`src/rtl/taxi_pkg.sv`:
```
// Shared types and helpers for the taximeter fare engine.
package taxi_pkg;
  typedef enum logic [1:0] {IDLE = 2'd0, FREE = 2'd1, RUN = 2'd2, HOLD = 2'd3} state_t;
  typedef enum logic {NORMAL = 1'b0, PREMIUM = 1'b1} tariff_t;
  typedef logic [3:0] bcd_t;

  // Two-digit BCD encoding of 0..99.
  function automatic logic [7:0] to_bcd2(input int v);
    return {bcd_t'(v / 10), bcd_t'(v % 10)};
  endfunction
endpackage

```
`src/rtl/bcd_step_adder.sv`:
```
// Adds a 2-digit BCD addend into a packed BCD fare starting at UNIT_DIGIT.
module bcd_step_adder
  import taxi_pkg::*;
#(
  parameter int DIGITS     = 6,
  parameter int UNIT_DIGIT = 2
) (
  input  logic [4*DIGITS-1:0] fare_in,
  input  logic [7:0]          addend,
  output logic [4*DIGITS-1:0] fare_out,
  output logic                carry_out
);

  logic       carry;
  logic [4:0] sum;
  bcd_t       add_d;

  always_comb begin
    fare_out = fare_in;
    carry    = 1'b0;
    sum      = 5'd0;
    add_d    = 4'd0;
    for (int i = UNIT_DIGIT; i < DIGITS; i++) begin
      add_d = (i == UNIT_DIGIT)     ? addend[3:0] :
              (i == UNIT_DIGIT + 1) ? addend[7:4] : 4'd0;
      sum   = {1'b0, fare_in[4*i +: 4]} + {1'b0, add_d} + {4'd0, carry};
      if (sum > 5'd9) begin
        sum   = sum - 5'd10;
        carry = 1'b1;
      end else begin
        carry = 1'b0;
      end
      fare_out[4*i +: 4] = sum[3:0];
    end
    // When the tens digit of the addend lands above the top digit it is itself an overflow.
    carry_out = carry | ((UNIT_DIGIT + 1 >= DIGITS) && (addend[7:4] != 4'd0));
  end

endmodule

```
`src/rtl/taxi_fare_engine.sv`:
```
// Taximeter fare engine: meter resync, trip FSM, free allowance, BCD accumulate, saturation.
module taxi_fare_engine
  import taxi_pkg::*;
#(
  parameter int                DIGITS       = 6,
  parameter int                UNIT_DIGIT   = 2,
  parameter logic [4*DIGITS-1:0] BASE_NORMAL  = 24'h002800,
  parameter logic [4*DIGITS-1:0] BASE_PREMIUM = 24'h003000,
  parameter int                STEP_NORMAL  = 1,
  parameter int                STEP_PREMIUM = 3,
  parameter int                NIGHT_EXTRA  = 1,
  parameter int                FREE_PULSES  = 2
) (
  input  logic                clk,
  input  logic                reset,
  input  logic                normal,
  input  logic                premium,
  input  logic                night,
  input  logic                stop,
  input  logic                meter,
  output logic [4*DIGITS-1:0] fare,
  output logic [1:0]          state,
  output logic                overflow
);

  localparam logic [1:0] S_IDLE = 2'(IDLE);
  localparam logic [1:0] S_FREE = 2'(FREE);
  localparam logic [1:0] S_RUN  = 2'(RUN);
  localparam logic [1:0] S_HOLD = 2'(HOLD);
  localparam int         FCW    = (FREE_PULSES > 1) ? $clog2(FREE_PULSES) : 1;
  localparam logic [4*DIGITS-1:0] ALL_NINES = {DIGITS{4'h9}};

  logic                sync1_q, sync1_d, sync2_q, sync2_d, sync3_q, sync3_d;
  logic [1:0]          state_q, state_d;
  logic [4*DIGITS-1:0] fare_q, fare_d;
  logic                ovf_q, ovf_d;
  logic [FCW-1:0]      free_cnt_q, free_cnt_d;
  logic                night_q, night_d;
  tariff_t             tariff_q, tariff_d;

  logic                pulse;
  int                  addend_int;
  logic [7:0]          addend;
  logic [4*DIGITS-1:0] sum_fare;
  logic                sum_carry;

  bcd_step_adder #(.DIGITS(DIGITS), .UNIT_DIGIT(UNIT_DIGIT)) u_add (
    .fare_in  (fare_q),
    .addend   (addend),
    .fare_out (sum_fare),
    .carry_out(sum_carry)
  );

  always_comb begin
    sync1_d    = meter;
    sync2_d    = sync1_q;
    sync3_d    = sync2_q;
    state_d    = state_q;
    fare_d     = fare_q;
    ovf_d      = ovf_q;
    free_cnt_d = free_cnt_q;
    night_d    = night_q;
    tariff_d   = tariff_q;

    pulse      = sync2_q & ~sync3_q;
    addend_int = ((tariff_q == PREMIUM) ? STEP_PREMIUM : STEP_NORMAL) +
                 (night_q ? NIGHT_EXTRA : 0);
    addend     = to_bcd2(addend_int);

    // A trip start swallows any pulse arriving in the same cycle.
    if (normal || premium) begin
      tariff_d   = normal ? NORMAL : PREMIUM;
      fare_d     = normal ? BASE_NORMAL : BASE_PREMIUM;
      ovf_d      = 1'b0;
      night_d    = night;
      free_cnt_d = '0;
      state_d    = (FREE_PULSES > 0) ? S_FREE : S_RUN;
    end else if (stop && (state_q == S_FREE || state_q == S_RUN)) begin
      state_d = S_HOLD;
    end else if (pulse) begin
      case (state_q)
        S_FREE: begin
          free_cnt_d = free_cnt_q + FCW'(1);
          if (free_cnt_q == FCW'(FREE_PULSES - 1)) state_d = S_RUN;
        end
        S_RUN: begin
          if (sum_carry || ovf_q) begin
            fare_d = ALL_NINES;
            ovf_d  = 1'b1;
          end else begin
            fare_d = sum_fare;
          end
        end
        default: ;
      endcase
    end
  end

  always_ff @(posedge clk) begin
    if (reset) begin
      sync1_q    <= 1'b0;
      sync2_q    <= 1'b0;
      sync3_q    <= 1'b0;
      state_q    <= S_IDLE;
      fare_q     <= '0;
      ovf_q      <= 1'b0;
      free_cnt_q <= '0;
      night_q    <= 1'b0;
      tariff_q   <= NORMAL;
    end else begin
      sync1_q    <= sync1_d;
      sync2_q    <= sync2_d;
      sync3_q    <= sync3_d;
      state_q    <= state_d;
      fare_q     <= fare_d;
      ovf_q      <= ovf_d;
      free_cnt_q <= free_cnt_d;
      night_q    <= night_d;
      tariff_q   <= tariff_d;
    end
  end

  assign fare     = fare_q;
  assign state    = state_q;
  assign overflow = ovf_q;

endmodule

```
`config.mk`:
```
export PLATFORM = sky130hd
export DESIGN_NAME = taxi_fare_engine
export DESIGN_NICKNAME = d
export VERILOG_FILES = /design/src/rtl/taxi_pkg.sv /design/src/rtl/bcd_step_adder.sv /design/src/rtl/taxi_fare_engine.sv
export SDC_FILE = /design/constraint.sdc
export NUM_CORES = 1
export LEC_CHECK = 0
export CAP_MARGIN = 30
export CORE_ASPECT_RATIO = 1.5
export CORE_MARGIN = 2
export CORE_UTILIZATION = 40
export DETAILED_ROUTE_END_ITERATION = 6
export PLACE_DENSITY = 0.62
export SLEW_MARGIN = 20
export SYNTH_ARGS = -nofsm -noshare
export SYNTH_HDL_FRONTEND = slang
export SYNTH_SLANG_ARGS = --single-unit
```
`constraint.sdc`:
```
create_clock -name clk -period 8.35 [get_ports clk]
set_input_delay 0.835 -clock clk [delete_from_list [all_inputs] [get_ports clk]]
set_output_delay 0.835 -clock clk [all_outputs]
set_load 0.005 [all_outputs]
```
Word level (Yosys, flattened, before mapping)
Index checks and enable logic that the tools add are counted.

storage, ports and cells
  flip-flop bits (word level) = 33
  input port bits = 7
  output and inout bits = 27
  logic and storage cells = 76

cells by class
  add/subtract/negate cells = 11
  div/mod/pow operators = 2
  magnitude comparators = 4
  equality and inequality tests = 3
  mux-type cells = 22
  bitwise gates (word level) = 3
  reductions and logical operators = 20

operator list
  cell                                                                       count
  24-bit 2-to-1 mux                                                          5
  32-bit by 5-bit divider with 32-bit output (second input constant)         1
  32-bit by 5-bit remainder unit with 32-bit output (second input constant)  1
  5-bit by 4-bit > comparator with 1-bit output (second input constant)      4
  4-bit 2-to-1 mux                                                           4
  4-bit subtractor (second input constant)                                   4
  13-bit 2-to-1 mux                                                          1
  3-bit AND reduction                                                        4
  2-bit nonzero test                                                         6
  4-bit by 1-bit adder with 5-bit output                                     2
  4-bit by 4-bit adder with 5-bit output                                     2
  2-bit 2-to-1 mux                                                           5
  3-bit nonzero test                                                         3
  4-bit AND reduction                                                        2
  1-bit 2-to-1 mux                                                           7
  5-bit by 1-bit adder with 5-bit output                                     1
  2-bit by 1-bit adder with 3-bit output                                     1
  1-bit logical OR                                                           3
  2-bit by 1-bit equality test with 1-bit output (second input constant)     1
  2-bit equality test (second input constant)                                1
  2-bit != test (second input constant)                                      1
  1-bit inverter                                                             2
  2-bit OR reduction                                                         1
  1-bit adder (second input constant)                                        1
  other kinds (2)                                                            2

Logic depth before layout (Yosys ltp)
  depth after elaboration = 21
  depth in mapped cells = 28

Modules after synthesis
Synthesis repeated with hierarchy kept, for this count alone.

unflattened totals
  cell total of the unflattened synthesis = 283
  area total of the unflattened synthesis = 2,307.2 µm²

modules (own cells, without submodules)
  module            instances  cells each  area an instance (µm²)  sequential area each (µm²)
  taxi_fare_engine  1          158         1,377.6                 660.6
  bcd_step_adder    1          125         929.6                   0.0

Worst setup path before layout
Ideal clock, no wire load.

  path kind = flip-flop to flip-flop
  from = register night_q
  to = register fare_q[16], in the netlist fare[16]
  setup time = 119 ps
  data arrival time = 5,346 ps
  data required time = 8,231 ps
  setup slack = 2,885 ps
  cell stages (with the launch flop) = 28
  buffers on the path = 3
  period minus slack after synthesis = 5,465 ps
  cells stage by stage = dfxtp_1 > ha_1 > fa_1 > buf_6 > nor2_2 > a22oi_1 > o221a_2 > ha_1 > ha_1 > clkbuf_1 > inv_2 > nand2_1 > a31oi_1 > a221oi_1 > ha_1 > ha_1 > clkbuf_1 > inv_1 > nand2_1 > a31oi_1 > a221oi_1 > ha_1 > ha_1 > o21bai_1 > o31ai_4 > a21boi_1 > nand2_1 > o221a_1

between the ends
  longest elaborated chain between the ends = 21

RTL lines
  item                                               line                     source
  start: declaration                                 taxi_fare_engine.sv:38   logic night_q, night_d;
  start signal: assignment                           taxi_fare_engine.sv:118  night_q <= night_d;
  1-bit 2-to-1 mux (*)                               taxi_fare_engine.sv:67   (night_q ? NIGHT_EXTRA : 0);
  2-bit by 1-bit adder with 3-bit output (*)         taxi_fare_engine.sv:66   addend_int = ((tariff_q == PREMIUM) ? STEP_PREMIUM : STEP_NORMAL) +
  32-bit by 5-bit remainder unit with 32-bit output  taxi_pkg.sv:9            return {bcd_t'(v / 10), bcd_t'(v % 10)};
  4-bit by 4-bit adder with 5-bit output             bcd_step_adder.sv:26     sum = {1'b0, fare_in[4*i +: 4]} + {1'b0, add_d} + {4'd0, carry};
  5-bit by 4-bit > comparator with 1-bit output      bcd_step_adder.sv:27     if (sum > 5'd9) begin
  1-bit 2-to-1 mux                                   bcd_step_adder.sv:27
  5-bit by 1-bit adder with 5-bit output (*)         bcd_step_adder.sv:26
  5-bit by 4-bit > comparator with 1-bit output (*)  bcd_step_adder.sv:27
  [... 5 more ...]                                   -
  5-bit by 4-bit > comparator with 1-bit output      bcd_step_adder.sv:27
  1-bit 2-to-1 mux                                   bcd_step_adder.sv:27
  1-bit logical OR                                   taxi_fare_engine.sv:87   if (sum_carry || ovf_q) begin
  24-bit 2-to-1 mux (*)                              taxi_fare_engine.sv:87
  24-bit 2-to-1 mux (*)                              taxi_fare_engine.sv:81   case (state_q)
  24-bit 2-to-1 mux (*)                              taxi_fare_engine.sv:80   end else if (pulse) begin
  24-bit 2-to-1 mux (*)                              taxi_fare_engine.sv:78   end else if (stop && (state_q == S_FREE || state_q == S_RUN)) begin
  24-bit 2-to-1 mux (*)                              taxi_fare_engine.sv:71   if (normal || premium) begin
  end signal: assignment                             taxi_fare_engine.sv:115  fare_q <= fare_d;
  end: declaration                                   taxi_fare_engine.sv:35   logic [4*DIGITS-1:0] fare_q, fare_d;

Mark *: on every way between the ends. The rest lies on a longest branch, timed or not. The select of a mux whose other input is x is not followed.
A chain may end at the register's enable or synchronous reset.

Final worst setup path
  from = register night_q
  to = register fare_q[18], in the netlist fare[18]

The elaborated chain is that of the path after synthesis.

==> results.md <==
Worst setup path
* **r2r worst-path depth** 24
* **Worst Path Buf+Inv** 2
* **Reg2Reg Capture Point** fare[18]$_SDFFE_PP0P_
* **CP arrival** 6.10 ns
* **data required time of the critical path** 8.57 ns
* **Cell Chain, Critical Path** ha_1 -> fa_1 -> nor2_2 -> a22oi_1 -> o221a_2 -> ha_1 -> ha_1 -> inv_2 -> nand2_1 -> a31oi_1 -> a221oi_1 -> ha_1 -> ha_1 -> inv_1 -> nand2_1 -> a31oi_1 -> a221oi_1 -> ha_1 -> ha_1 -> o21bai_1 -> o31ai_4 -> a21oi_4 -> and2_1 -> a32o_1
* **maximum fanout along the worst path** 9
* **crit-path most repeated cell** ha_1
* **slowest cell on the critical path** fa_1
* **start of the worst register-to-register path** night_q$_SDFFE_PP0N_
* **startpoint type of the worst setup path** flop
* **longest individual stage delay on the worst path** 0.61 ns
* **nature of the critical path endpoint** flop
* **setup slack of the most critical reg-to-reg path** 2.47 ns
* **Crit path max-delay family** adder cells
* **category of the most critical setup path** reg2reg

Power
* **peak supply drop** 78.1 µV
* **total power density per cell area** 116 mW/mm²
* **sw power** 59.0 µW
* **Pleak** 0.834 nW
* **internal power** 203 µW
* **clock power share** 0.403
* **portion of total power attributed to combinational logic** 0.103
* **switching share of power** 0.225
* **portion of total power attributed to sequential cells** 0.494

Detailed routing
* **number of nets still failing antenna checks after routing** 0
* **Detailed Routing Iterations Pass 1** 6
* **DRC** 0
* **sum of routed wire length over all layers** 4320 µm
* **total number of vias** 1735
* **post-detailed-route via-to-cell ratio** 5.46
* **routed wirelength normalized by instance count** 13.6 µm
* **number of DRC violations after detailed-routing iteration 0** 96

STA
* **Relative slew margins** 0.478
* **portion of the clock cycle consumed by the worst path in the final layout** 0.704
* **Final Critical Period** 5.88 ns
* **Worst-Margin Slew** 0.778 ns
* **unrepaired setup endpoints after global routing** false
* **total negative slack** 0 ns
* **achievable clock frequency** 0.170 GHz
* **Hold Vio Cnt, Final** 0
* **Final Max Slew Viols** 0
* **number of failing setup endpoints in the final timing report** 0
* **worst slack on hold paths** 0.457 ns
* **worst clock skew on the final layout** 0.00399 ns

Die
* **die height** 89.2 µm
* **Core Footprint** 0.00473 mm²
* **Initial Utilization** 0.409
* **overall die width** 60.8 µm
* **Top-Level Pins** 34
* **full die area** 0.00543 mm²
* **Cell Rows** 31

Clocking
* **clk_lat worst skew** 0.27 ns
* **number of buffers inserted during clock tree synthesis** 3
* **clock-pin slew on the worst setup and hold paths** 0.09 ns
* **number of clock sinks seen by CTS** 26
* **hold buffer count at cts** 0
* **Gates resized, CTS repair** 0
* **root buf cell** clkbuf_8
* **TritonCTS clock tree** built
* **maximum level of the CTS H-tree** 1
* **Max clock buf depth** 2
* **buffers inserted by post-CTS timing repair** 0

Layout
* **area grow syn2layout** 16.3%
* **Antenna diodes** 0
* **Layout Cells excl Fill** 318
* **proportion of layout cells with a drive suffix above 1** 0.0595
* **number of nets in the layout** 276
* **fin util** 0.476
* **final std cell area, no fill** 0.00225 mm²

Global routing
* **via count of the first global-routing pass** 1583
* **initial antenna violation count** 0
* **overflow left after global routing** 0
* **maximum number of pins on one net before global-route repair** 16
* **overall fraction of global-route tracks in use** 0.173
* **first-pass GRT wire length** 7250 µm

Worst hold path
* **Hold Path End** sync2_q$_SDFF_PP0_
* **class of the tightest hold or removal check** reg2reg
* **start point of the worst hold path** sync1_q$_SDFF_PP0_
* **depth of the worst hold-timing path** 1

Synthesis
* **count of yosys warnings during synthesis** 0
* **top_reg_cell synth** dfxtp_1
* **number of distinct library cells after synthesis** 56
* **top area cells in the synthesized netlist** dfxtp_1, ha_1, a21oi_1, nor2_1, nand3_1
* **total standard cell area after synthesis** 0.00194 mm²
* **top cell type by total area after synthesis** dfxtp_1
* **share of synthesized registers carrying an async set or reset** 0
* **Synth Instances** 240
* **post-synthesis register bit count** 26
* **part of the Yosys area used for sequential elements** 0.269
* **synthesized area per cell** 8.07 µm²
* **number of enable flip-flop cells after synthesis** 0
* **fraction of synthesized cell area taken by the top area cell type** 0.269

Place
* **placer's final routability congestion estimate** 0.884
* **HPWL after DPL** 3310 µm
* **cell area after placement** 0.00218 mm²
* **total of buffers placed on input and output ports** 29
* **Placed Cells incl. Taps** 314

Run
* **Maximum Capacitance Violations** 0

Outcome
* **result of the run** completed

worst reg2reg max path: stages (launching register included):
cell and delay, ns:
dfxtp_1 0.34, ha_1 0.33, fa_1 0.61, nor2_2 0.19
a22oi_1 0.11, o221a_2 0.30, ha_1 0.24, ha_1 0.43
inv_2 0.09, nand2_1 0.10, a31oi_1 0.09, a221oi_1 0.25
ha_1 0.29, ha_1 0.34, inv_1 0.14, nand2_1 0.08
a31oi_1 0.18, a221oi_1 0.07, ha_1 0.24, ha_1 0.31
o21bai_1 0.22, o31ai_4 0.13, a21oi_4 0.30, and2_1 0.26
a32o_1 0.16
power by group through the flow:
stage | logic [mW] | registers [mW] | clock network, mW
5_1_grt | 0.0306 | 0.130 | 0.114
3_3_place_gp | 0.0269 | 0.132 | 0
2_1_floorplan | 0.0207 | 0.131 | 0
3_5_place_dp | 0.0269 | 0.132 | 0
6_report | 0.0270 | 0.129 | 0.106
4_1_cts | 0.0270 | 0.129 | 0.109
worst max path at each step:
| stage | start | endpoint | slack [ns] | cells past startpoint |
|---|---|---|---|---|
| global route | night_q$_SDFFE_PP0N_ | fare[20]$_SDFFE_PP0P_ | 1.94 | 24 |
| floorplan | night_q$_SDFFE_PP0N_ | fare[16]$_SDFFE_PP0P_ | 2.88 | 27 |
| detailed placement | night_q$_SDFFE_PP0N_ | fare[20]$_SDFFE_PP0P_ | 2.50 | 24 |
| global placement | night_q$_SDFFE_PP0N_ | fare[20]$_SDFFE_PP0P_ | 2.54 | 24 |
| finish | night_q$_SDFFE_PP0N_ | fare[18]$_SDFFE_PP0P_ | 2.47 | 24 |
| CTS | night_q$_SDFFE_PP0N_ | fare[18]$_SDFFE_PP0P_ | 2.47 | 24 |
Yosys cell counts (all sizes together), types with 3 or more instances:
library cell,n
inv,12
nand3,14
and2,3
a211oi,4
mux2i,3
o21ai,16
xnor2,5
dfxtp,26
a32o,4
o21bai,3
nand2,13
o221a,4
a22oi,4
nor2,21
buf,14
a31oi,6
ha,15
nor2b,6
nor3,5
clkbuf,10
a21oi,17
sequential cells by signal (all words and copies together), names as in the netlist:
name,cells
overflow,1
sync1_q,1
free_cnt_q,1
tariff_q,1
sync2_q,1
night_q,1
state,2
sync3_q,1
fare,17
area by class of cell:
type                            count  area (µm²)
Clock buffer                        3        41.3
Clock inverter                      1        30.0
Fill cell                         488        2480
Inverter                           13        48.8
Multi-Input combinational cell    180        1240
Sequential cell                    26         520
Tap cell                           66        82.6
Timing Repair Buffer               29         290
cell usage in the layout (no fill, tap or decap), types with 5 or more instances in the layout:
cell type and instances:
nor2b_1 5, dfxtp_1 26, a31oi_1 6, inv_1 9, xnor2_1 5, nand2_1 13
a21oi_1 16, o21ai_0 12, nor2_1 20, clkdlybuf4s50_1 29, ha_1 15, nand3_1 14
per-stage QoR:
step,setup slack [ns],total power [mW]
floorplan,2.88,0.152
global placement,2.54,0.159
detailed placement,2.50,0.159
CTS,2.47,0.266
global route,1.94,0.275
finish,2.47,0.262
logic make-up (layout without fill, tap and decap cells):
logic type / Yosys count / after routing / synth area share
AO/OA/AOI/OAI: 76 / 76 / 0.286
XOR/XNOR: 7 / 7 / 0.0317
adder cells (fa/ha/maj): 16 / 16 / 0.107
buffers and inverters: 37 / 46 / 0.0995
flip-flops: 26 / 26 / 0.269
multiplexers: 4 / 4 / 0.0213
other: 1 / 4 / 0.00194
AND/OR/NAND/NOR: 73 / 73 / 0.183
routing by layer:
layer	vias up	global-route usage	wire length, µm
li1	889	-	-
met1	790	0.210	1840
met2	47	0.304	2210
met3	9	0.0159	161
met4	0	0.0751	106
met5	-	0	0
No activity file was read; power rests on OpenSTA's default activity.
